**src/rtl/fetch_unit.sv**
```systemverilog
// fetch_unit: instruction fetch and PC sequencing ahead of the decode controller.
// Fetches one 32-bit word per instruction over a req/ack handshake, holds it in
// the instruction register, then picks the next PC from the controller's
// Jump/Branch decisions. A per-fetch wait counter retries stuck requests.
module fetch_unit #(
    parameter logic [31:0] RESET_PC    = 32'h0000_0000,
    parameter int unsigned ACK_TIMEOUT = 15
) (
    input  logic        clk,
    input  logic        rst,
    output logic        imem_req,
    output logic [31:0] imem_addr,
    input  logic        imem_ack,
    input  logic [31:0] imem_rdata,
    input  logic        Jump,
    input  logic        Branch,
    input  logic [31:0] jr_target,
    input  logic        stall,
    output logic [5:0]  op,
    output logic [5:0]  func,
    output logic [31:0] instr,
    output logic [31:0] pc,
    output logic [31:0] pc_plus4,
    output logic        instr_valid,
    output logic        fetch_err,
    output logic [31:0] instr_count
);

    typedef enum logic [1:0] {
        S_FETCH  = 2'd0,
        S_DECODE = 2'd1,
        S_EXEC   = 2'd2
    } state_t;

    // Word-aligned reset address.
    localparam logic [31:0] PC_INIT = RESET_PC & 32'hFFFF_FFFC;
    // Counter value on the last cycle allowed to wait for an ack.
    localparam logic [3:0]  WAIT_LAST = 4'(ACK_TIMEOUT - 1);

    state_t      state_q, state_d;
    logic [31:0] pc_q, pc_d;
    logic [31:0] ir_q, ir_d;
    logic [3:0]  wait_q, wait_d;
    logic        gap_q, gap_d;      // one-cycle request drop after a timeout
    logic        err_q, err_d;
    logic [31:0] count_q, count_d;

    logic [31:0] pc_plus4_w;
    logic [31:0] branch_off;
    logic [31:0] next_pc;

    assign pc_plus4_w = pc_q + 32'd4;
    assign branch_off = {{14{ir_q[15]}}, ir_q[15:0], 2'b00};

    // Next-PC selection: jr, then j/jal, then taken branch, then sequential.
    always_comb begin
        next_pc = pc_plus4_w;
        if (Jump && (ir_q[31:26] == 6'd0)) begin
            next_pc = {jr_target[31:2], 2'b00};
        end else if (Jump) begin
            next_pc = {pc_plus4_w[31:28], ir_q[25:0], 2'b00};
        end else if (Branch) begin
            next_pc = pc_plus4_w + branch_off;
        end
    end

    // FSM next-state and datapath updates; everything holds by default.
    always_comb begin
        state_d = state_q;
        pc_d    = pc_q;
        ir_d    = ir_q;
        wait_d  = wait_q;
        gap_d   = gap_q;
        err_d   = err_q;
        count_d = count_q;
        case (state_q)
            S_FETCH: begin
                if (gap_q) begin
                    // Request is low this cycle; any ack is ignored.
                    gap_d = 1'b0;
                end else if (imem_ack) begin
                    // An ack on the would-be timeout cycle still wins.
                    ir_d    = imem_rdata;
                    wait_d  = 4'd0;
                    state_d = S_DECODE;
                end else if (wait_q == WAIT_LAST) begin
                    err_d  = 1'b1;
                    wait_d = 4'd0;
                    gap_d  = 1'b1;
                end else begin
                    wait_d = wait_q + 4'd1;
                end
            end
            S_DECODE: begin
                state_d = S_EXEC;
            end
            S_EXEC: begin
                if (!stall) begin
                    pc_d    = next_pc;
                    count_d = count_q + 32'd1;
                    state_d = S_FETCH;
                end
            end
            default: begin
                state_d = S_FETCH;
            end
        endcase
    end

    // State registers with synchronous reset.
    always_ff @(posedge clk) begin
        if (rst) begin
            state_q <= S_FETCH;
            pc_q    <= PC_INIT;
            ir_q    <= 32'd0;
            wait_q  <= 4'd0;
            gap_q   <= 1'b0;
            err_q   <= 1'b0;
            count_q <= 32'd0;
        end else begin
            state_q <= state_d;
            pc_q    <= pc_d;
            ir_q    <= ir_d;
            wait_q  <= wait_d;
            gap_q   <= gap_d;
            err_q   <= err_d;
            count_q <= count_d;
        end
    end

    assign imem_req    = (state_q == S_FETCH) && !gap_q && !rst;
    assign imem_addr   = pc_q;
    assign op          = ir_q[31:26];
    assign func        = ir_q[5:0];
    assign instr       = ir_q;
    assign pc          = pc_q;
    assign pc_plus4    = pc_plus4_w;
    assign instr_valid = (state_q != S_FETCH);
    assign fetch_err   = err_q;
    assign instr_count = count_q;

endmodule

```
**config.mk**
```make
export PLATFORM = sky130hd
export DESIGN_NAME = fetch_unit
export DESIGN_NICKNAME = d
export VERILOG_FILES = /design/src/rtl/fetch_unit.sv
export SDC_FILE = /design/constraint.sdc
export NUM_CORES = 1
export LEC_CHECK = 0
export BUFFER_PORTS_ARGS = -buffer_cell sky130_fd_sc_hd__buf_2
export CAP_MARGIN = 20
export CELL_PAD_IN_SITES_DETAIL_PLACEMENT = 1
export CELL_PAD_IN_SITES_GLOBAL_PLACEMENT = 1
export CORE_MARGIN = 1.5
export CORE_UTILIZATION = 36
export DETAILED_ROUTE_END_ITERATION = 7
export PLACE_DENSITY = 0.89
export SLEW_MARGIN = 0
export SYNTH_ARGS = -nofsm -noshare
export SYNTH_HDL_FRONTEND = slang
export SYNTH_SLANG_ARGS = --single-unit
```
**constraint.sdc**
```tcl
create_clock -name clk -period 5 [get_ports clk]
set_input_delay 0.75 -clock clk [delete_from_list [all_inputs] [get_ports clk]]
set_output_delay 0.75 -clock clk [all_outputs]
set_load 0.01 [all_outputs]
```
# Yosys cells after proc, flatten, opt, wreduce, memory -nomap -nowiden
# Index checks and enable logic that the tools add are counted.
[op_classes]
n_addsub = 4
eq_ne = 6
muxes = 12
bitwise = 3
n_reduce_logical = 13
[ops]
columns = ["op", "n"]
rows = [
  ["32-bit two-way mux", 3],
  ["32-bit by 1-bit adder with 32-bit output, second input constant", 1],
  ["32-bit by 3-bit adder with 32-bit output, second input constant", 1],
  ["32-bit adder", 1],
  ["4-bit two-way mux", 2],
  ["6-bit zero test", 1],
  ["2-bit two-way mux", 3],
  ["2-bit != test, second input constant", 3],
  ["2-bit one-hot mux with 3 select lines", 1],
  ["3-bit AND reduction", 2],
  ["4-bit by 1-bit adder with 4-bit output, second input constant", 1],
  ["4-bit equality test, second input constant", 1],
  ["2-bit AND reduction", 2],
  ["4-bit AND reduction", 1],
  ["1-bit logical AND", 3],
  ["1-bit two-way mux", 3],
  ["1-bit NOT", 3],
  ["2-bit by 1-bit equality test with 1-bit output, second input constant", 1],
  ["2-bit equality test, second input constant", 1],
  ["1-bit zero test", 2],
  ["2-bit zero test", 1],
  ["2-bit nonzero test", 1],
]
[totals]
regBits = 104
inputBits = 70
out_inout_bits = 175
word_cells = 45

# Depth between registers and ports, before layout
# Gate-level depths: netlist of the first run.
[logic_depth]
word_depth = 5
mapped_depth = 17
ltp_nobuf = 16

# Worst setup path after synthesis of the first run
# Ideal clock, no wire load.
[synth_timing]
path_type = "register -> register"
from = "register pc_q[2] (netlist: imem_addr[2])"
to = "register pc_q[27] (netlist: imem_addr[27])"
setup_ps = 86
t_arrival_ps = 4258
required_time_ps = 4914
slack_ps = 657
stages_incl_launch_ff = 18
n_path_buf = 1
period_less_slack_ps = 4343
path_cell_list = "dfxtp_1 ha_1 nand4_1 or3_1 inv_1 nand2_1 xnor2_1 ha_1 clkbuf_1 a21oi_1 o21ai_1 a221oi_1 o31ai_1 a2111oi_0 o21bai_1 xnor2_1 a211o_1 a211oi_1"
[synth_between]
elab_chain_cells = 5
[synth_rtl]
columns = ["item", "line_no", "text"]
rows = [
  ["start: declaration", "41", "logic [31:0] pc_q, pc_d;"],
  ["start signal: assignment", "122", "pc_q <= pc_d;"],
  ["32-bit by 3-bit adder with 32-bit output", "52", "assign pc_plus4_w = pc_q + 32'd4;"],
  ["named net pc_plus4[16]", "23", "output logic [31:0] pc_plus4,"],
  ["32-bit adder", "63", "next_pc = pc_plus4_w + branch_off;"],
  ["32-bit two-way mux", "62", "end else if (Branch) begin"],
  ["32-bit two-way mux", "60", "end else if (Jump) begin"],
  ["32-bit two-way mux", "58", "if (Jump && (ir_q[31:26] == 6'd0)) begin"],
]
# The timed path passes the listed nets, and every way through them passes these cells.
# A chain may end at the register's enable or synchronous reset.

# Final worst setup path of the first run
[layout_timing]
from = "register pc_q[2] (netlist: imem_addr[2])"
to = "register pc_q[27] (netlist: imem_addr[27])"
[layout_between]
elab_chain_cells = 5
[layout_rtl]
columns = ["item", "line_no"]
rows = [
  ["32-bit by 3-bit adder with 32-bit output (*)", "52"],
  ["32-bit adder", "63"],
  ["32-bit two-way mux (*)", "62"],
  ["32-bit two-way mux (*)", "60"],
  ["32-bit two-way mux (*)", "58"],
]
# Every way passes the cells marked *; elsewhere a longest branch is shown, timed or not.

==> impl_metrics.ini, run 1 <==
[outcome]
run_status = finished, final reports clean

[timing]
fin_setup_tns_ns = 0
fmax_mhz = 219.1
setup_viol = 0
tightestPinTransition_ns = 0.8894
rsz0062_at_grt = false
fin_skew_ns = 0.01164
period_share = 0.9130
period_needed_ns = 4.565
fin_ws_ns = 0.4352
slew-limit-headroom = 0.4016
hold_viol_final = 0
slew_violations = 0

[critical_path]
cp_slowest_stage_delay_ns = 0.52
cp_cell_sequence = ha_1 > nand4_1 > or3_1 > inv_1 > nand2_1 > xnor2_1 > ha_1 > a21oi_1 > o21ai_1 > a221oi_1 > o31ai_1 > a2111oi_0 > buf_4 > o21bai_1 > xnor2_1 > a211o_1 > a211oi_1
endpoint_kind = flip-flop
cp.depth = 17
reg2reg_depth = 17
crit_path_start_kind = flip-flop
worstPathArrival_ns = 4.85
cp_slowest_cell = or3_1
worstPathRequired_ns = 5.28
crit_family = compound AO/OA/AOI/OAI gates
critPathMaxFanout = 11
critPathKind = reg2reg
crit_buf_inv = 2

[floorplan]
die_y_um = 143.2
coreArea_um2 = 19400
start_util = 0.3649
die_w_um = 143.2
io_pins = 245
dieArea_um2 = 20510
rows = 51

[clock_tree]
cts_tree = yes
clock-sinks = 102
clock_latency_ns = 0.37
numCtsBuffers = 9
post_cts_buffers = 0
cts-root-buf = clkbuf_16
cts_resized = 0
clkSlewWorstSetupHoldPaths_ns = 0.09
clockBufferDepth = 2
cts_hold_buf = 0
cts-htree-levels = 3

[drt]
wl_per_cell_um = 18.60
drc = 0
drtAntennaViolNets = 0
route.vias.total = 7503
first_pass_iters = 5
vias_per_cell = 5.402
drtIter0Drc = 404
wl_um = 25840

[placement]
dpl.hpwl_um = 19300
dp.cells = 1372
pre_cts_slack_ns = 0.5095
portBuffers = 236
gp_congestion = 0.8762
place_area_um2 = 8230

[layout]
syn2layout_area_growth_pct = 20.73
finalNonFillerCells = 1389
nets = 1228
final_cell_area_um2 = 8547
drive_above_1_share = 0.2476

[yosys]
synthTopCellsByArea = dfxtp_1, nand2_1, ha_1
synth_simple_gate_area_frac = 0.2441
synthMuxAreaShare = 0.01290
synth_warnings = 0
synthFlopType = dfxtp_1
synth_compound_area_frac = 0.2004
synthXorXnorAreaFrac = 0.09774
synth_top_family_by_area = simple AND/OR/NAND/NOR gates
syn_inst = 943
synth_top_area_cell = dfxtp_1
avgSynthCellArea_um2 = 7.507
synthAdderAreaFrac = 0.07176
synth-edff-count = 0
synth.top_cell.area_share = 0.2884
ys_types = 62
ys_seq_elements = 102
netlist_area_um2 = 7079
ys_seq_area_frac = 0.2884
async_flop_share = 0

[min_path]
hold-path-cell-count = 2
hp-class = reg2reg

[global_routing]
gr-total-overflow = 0
grt_antenna_before_repair = 1
grt_usage = 0.2540
grt_first_pass_wirelength_um = 40660
grt_max_degree = 63
grt_pass1_vias = 7626

[power]
power.leakage_nw = 4.021
powerDensity_nw_per_um2 = 238.9
ir_worst_vdd_uv = 169.7

[job]
cap_viol_max_count = 0
## final timing paths
path | from | to | slack, ns
worst max-delay path | imem_addr[2] | imem_addr[27] | 0.44
worst min-delay path | instr[24] | instr[24] | 0.47
worst max register to register | imem_addr[2] | imem_addr[27] | 0.44
worst min register to register | instr[24] | instr[24] | 0.47
## metal layers
layer	global-route usage	up-vias	wire, um
met1	0.3203	3646	11440
met5	0	-	13
met4	0.07787	2	505
met3	0.03756	37	1140
met2	0.4450	197	12730
li1	-	3621	-
## Yosys cell counts, types with 3 or more instances
cell        n
nand2_1   132
nor2_1    119
dfxtp_1   102
a21oi_1    86
buf_4      48
clkbuf_1   43
xnor2_1    42
ha_1       39
xor2_1     37
a211oi_1   35
nand3_1    34
o21ai_0    23
nor3_1     20
and3_1     16
inv_1      16
nand4_1    14
o21a_1     11
a21o_1      9
mux2i_1     8
or3_1       8
o21ai_1     7
and4_1      6
o211ai_1    6
o22ai_1     6
and2_1      5
o21bai_1    5
o221ai_1    5
nand3b_1    4
nor2b_1     4
or4_1       4
a311oi_1    3
a31o_2      3
a31oi_1     3
nand2b_1    3
nor4_1      3
o31ai_1     3
## cells by family (layout without fill, tap and decap cells)
kind of cell | after synthesis | after routing
other | 1 | 7
buffers and inverters | 110 | 285
AOI/OAI and AO/OA | 223 | 223
adders and majority gates | 40 | 40
xor gates and xnor gates | 79 | 79
muxes | 9 | 9
and+or+nand+nor | 379 | 379
DFF | 102 | 102
## sequential cells by signal (all words and copies together), names as in the netlist
| register | cells |
|---|---|
| fetch_err | 1 |
| gap_q | 1 |
| imem_addr | 30 |
| instr | 32 |
| instr_count | 32 |
| state_q | 2 |
| wait_q | 4 |
## worst min-delay path, stage by stage (launching register included)
cell and delay, ns:
dfxtp_1 0.32, nand2_1 0.05, a21oi_1 0.05
## through the flow
step / total power, mW / util / hold slack, ns
final: 2.042 / 0.4406 / 0.4666
after floorplan: 1.146 / - / 0.4453
after global placement: 1.275 / 0.4229 / 0.4390
after CTS: 2.065 / 0.4405 / 0.4716
after global routing: 2.139 / 0.4405 / 0.4816
after detailed placement: 1.294 / 0.4243 / 0.4601
## cell type report
cell class / instances / area (um^2)
antenna: 1 / 2.502
clock buffer: 9 / 225.2
clock inverter: 7 / 88.84
fill: 2546 / 10850
inverter: 16 / 60.06
multi-input combinational: 736 / 4466
sequential: 102 / 2042
tap: 265 / 331.6
timing repair buffer: 253 / 1331
## report_power, final
part           leakage, nW  total [mW]  switching (mW)  internal [mW]
sequential           0.828       0.876          0.0382          0.838
clock                0.154       0.766           0.398          0.367
combinational         3.04       0.400           0.246          0.154
total                 4.02        2.04           0.682           1.36
## cell usage in the layout, fill, tap and decap left out, drive strengths merged, types with 4 or more instances in the layout
cell type | netlist | final
a211oi | 36 | 36
a21o | 9 | 9
a21oi | 86 | 86
and2 | 5 | 5
and3 | 16 | 16
and4 | 6 | 6
buf | 51 | 253
clkbuf | 43 | 9
conb | 1 | 6
dfxtp | 102 | 102
ha | 39 | 39
inv | 16 | 22
mux2i | 8 | 8
nand2 | 132 | 132
nand3 | 34 | 34
nand3b | 4 | 4
nand4 | 15 | 15
nor2 | 119 | 119
nor2b | 4 | 4
nor3 | 20 | 20
nor4 | 4 | 4
o211ai | 6 | 6
o21a | 11 | 11
o21ai | 30 | 30
o21bai | 5 | 5
o221ai | 5 | 5
o22ai | 6 | 6
o31ai | 4 | 4
or3 | 8 | 8
or4 | 4 | 4
xnor2 | 42 | 42
xor2 | 37 | 37
No activity file was read; power rests on OpenSTA's default activity.
==> run 2: changes to the inputs <==
==> constraint.sdc (replaced) <==
create_clock -name clk -period 4.4 [get_ports clk]
set_input_delay 0.66 -clock clk [delete_from_list [all_inputs] [get_ports clk]]
set_output_delay 0.66 -clock clk [all_outputs]
set_load 0.01 [all_outputs]
==> impl_metrics.ini, run 2 (synthesis results as in run 1) <==
[global_routing]
grt_usage = 0.2532
grt_max_degree = 65
grt_first_pass_wirelength_um = 40800
grt_pass1_vias = 7620
grt_antenna_before_repair = 2
gr-total-overflow = 0

[critical_path]
timing.critical_path.mode_cell = xnor2_1
worstPathRequired_ns = 4.68
endpoint_kind = flip-flop
critPathKind = reg2reg
cp_slowest_cell = or4_1
cp_cell_sequence = nand4_2 > or4_1 > xnor2_1 > ha_1 > nand2_1 > o21ai_1 > a221oi_2 > o31ai_2 > a2111oi_2 > buf_4 > o21bai_1 > xnor2_1 > a211o_1 > a211oi_1
cp_slowest_stage_delay_ns = 0.76
critPathMaxFanout = 8
worstPathArrival_ns = 4.47
crit_path_start_kind = flip-flop

[drt]
first_pass_iters = 5
vias_per_cell = 5.471
route.vias.total = 7660
drtAntennaViolNets = 0
wl_per_cell_um = 19.02
drc = 0
wl_um = 26630
drtIter0Drc = 302

[clock_tree]
cts_tree = yes
numCtsBuffers = 9
clock-sinks = 102
clockBufferDepth = 2
cts-root-buf = clkbuf_16
cts-htree-levels = 3
clock_latency_ns = 0.37
clkSlewWorstSetupHoldPaths_ns = 0.08

[placement]
portBuffers = 236
pre_cts_slack_ns = 0.01011
gp_congestion = 0.9154
dpl.hpwl_um = 19580

[floorplan]
io_pins = 245
dieArea_um2 = 20510
start_util = 0.3649
rows = 51
coreArea_um2 = 19400
die_y_um = 143.2
die_w_um = 143.2

[power]
powerDensity_nw_per_um2 = 267.1
ir_worst_vdd_uv = 190.8
power.leakage_nw = 4.082

[min_path]
hp-class = reg2reg

[job]
cap_viol_max_count = 0

[layout]
syn2layout_area_growth_pct = 22.20
final_common_cell = buf_2
layout_common_cells = buf_2, nand2_1, nor2_1, dfxtp_1, a21oi_1
nets = 1238
final_util = 0.4459
drive_above_1_share = 0.2604

[timing]
period_share = 0.9535
period_needed_ns = 4.195
hold_viol_final = 0
tightestPinTransition_ns = 0.8970
fin_skew_ns = 0.01631
fmax_mhz = 238.4
slew_violations = 0
slew-limit-headroom = 0.3965
fin_ws_ns = 0.2047
setup_viol = 0

[outcome]
run_status = finished, final reports clean
## run 2: critical path: cells and delay by family, from the launching register on
| kind | cells | cell delay (ns) |
|---|---|---|
| AND/OR/NAND/NOR | 3 | 1.05 |
| buffers and inverters | 1 | 0.20 |
| AO/OA/AOI/OAI | 7 | 1.51 |
| adder cells (fa/ha/maj) | 1 | 0.38 |
| flip-flops | 1 | 0.49 |
| XOR/XNOR | 2 | 0.47 |
## run 2: layout make-up
cell class	count	area [um^2]
diodes	2	5.005
clock buffers	9	225.2
clock inverters	7	88.84
fillers	2502	10750
inverters	16	60.06
multi-input cells	736	4512
flip-flops and latches	102	2042
well taps	265	331.6
repair buffers	263	1386
## run 2: where the power goes
| group | switching, mW | internal, mW |
|---|---|---|
| clock network | 0.444 | 0.415 |
| registers | 0.0440 | 0.953 |
| logic | 0.283 | 0.172 |
| total | 0.771 | 1.54 |
## run 2: final timing paths
path | from | end | slack [ns] | depth (start not counted)
max reg2reg | imem_addr[12] | imem_addr[27] | 0.20 | 14
min | fetch_err | fetch_err | 0.46 | 2
max | imem_addr[12] | imem_addr[27] | 0.20 | 14
min reg2reg | fetch_err | fetch_err | 0.46 | 2
## run 2: timing repair
item,in CTS,in global routing
hold buffers,0,0
buffers inserted,0,1
endpoints found under the setup margin,1,5
gates cloned,0,0
resized for setup,1,8
pin swaps,0,5
## run 2: per-layer routing
layer  part of all wire  vias to the layer above  global-route usage
li1                   -                     3639                   -
met2               0.50                      210              0.4549
met1               0.44                     3776              0.3133
met3              0.045                       35             0.03588
met4              0.017                        0             0.07197
met5                  0                        -                   0
## run 2: per-stage QoR
stage               hold slack, ns  power, mW  area [um^2]  std cells  setup TNS (ns)
floorplan                   0.4453      1.302         7098        948               0
global placement            0.4368      1.452         8278       1381               0
detailed placement          0.4424      1.469         8278       1381               0
CTS                         0.4609      2.327         8593       1397               0
global route                0.4963      2.409         8648       1399        -0.03800
finish                      0.4570      2.311         8651       1400               0
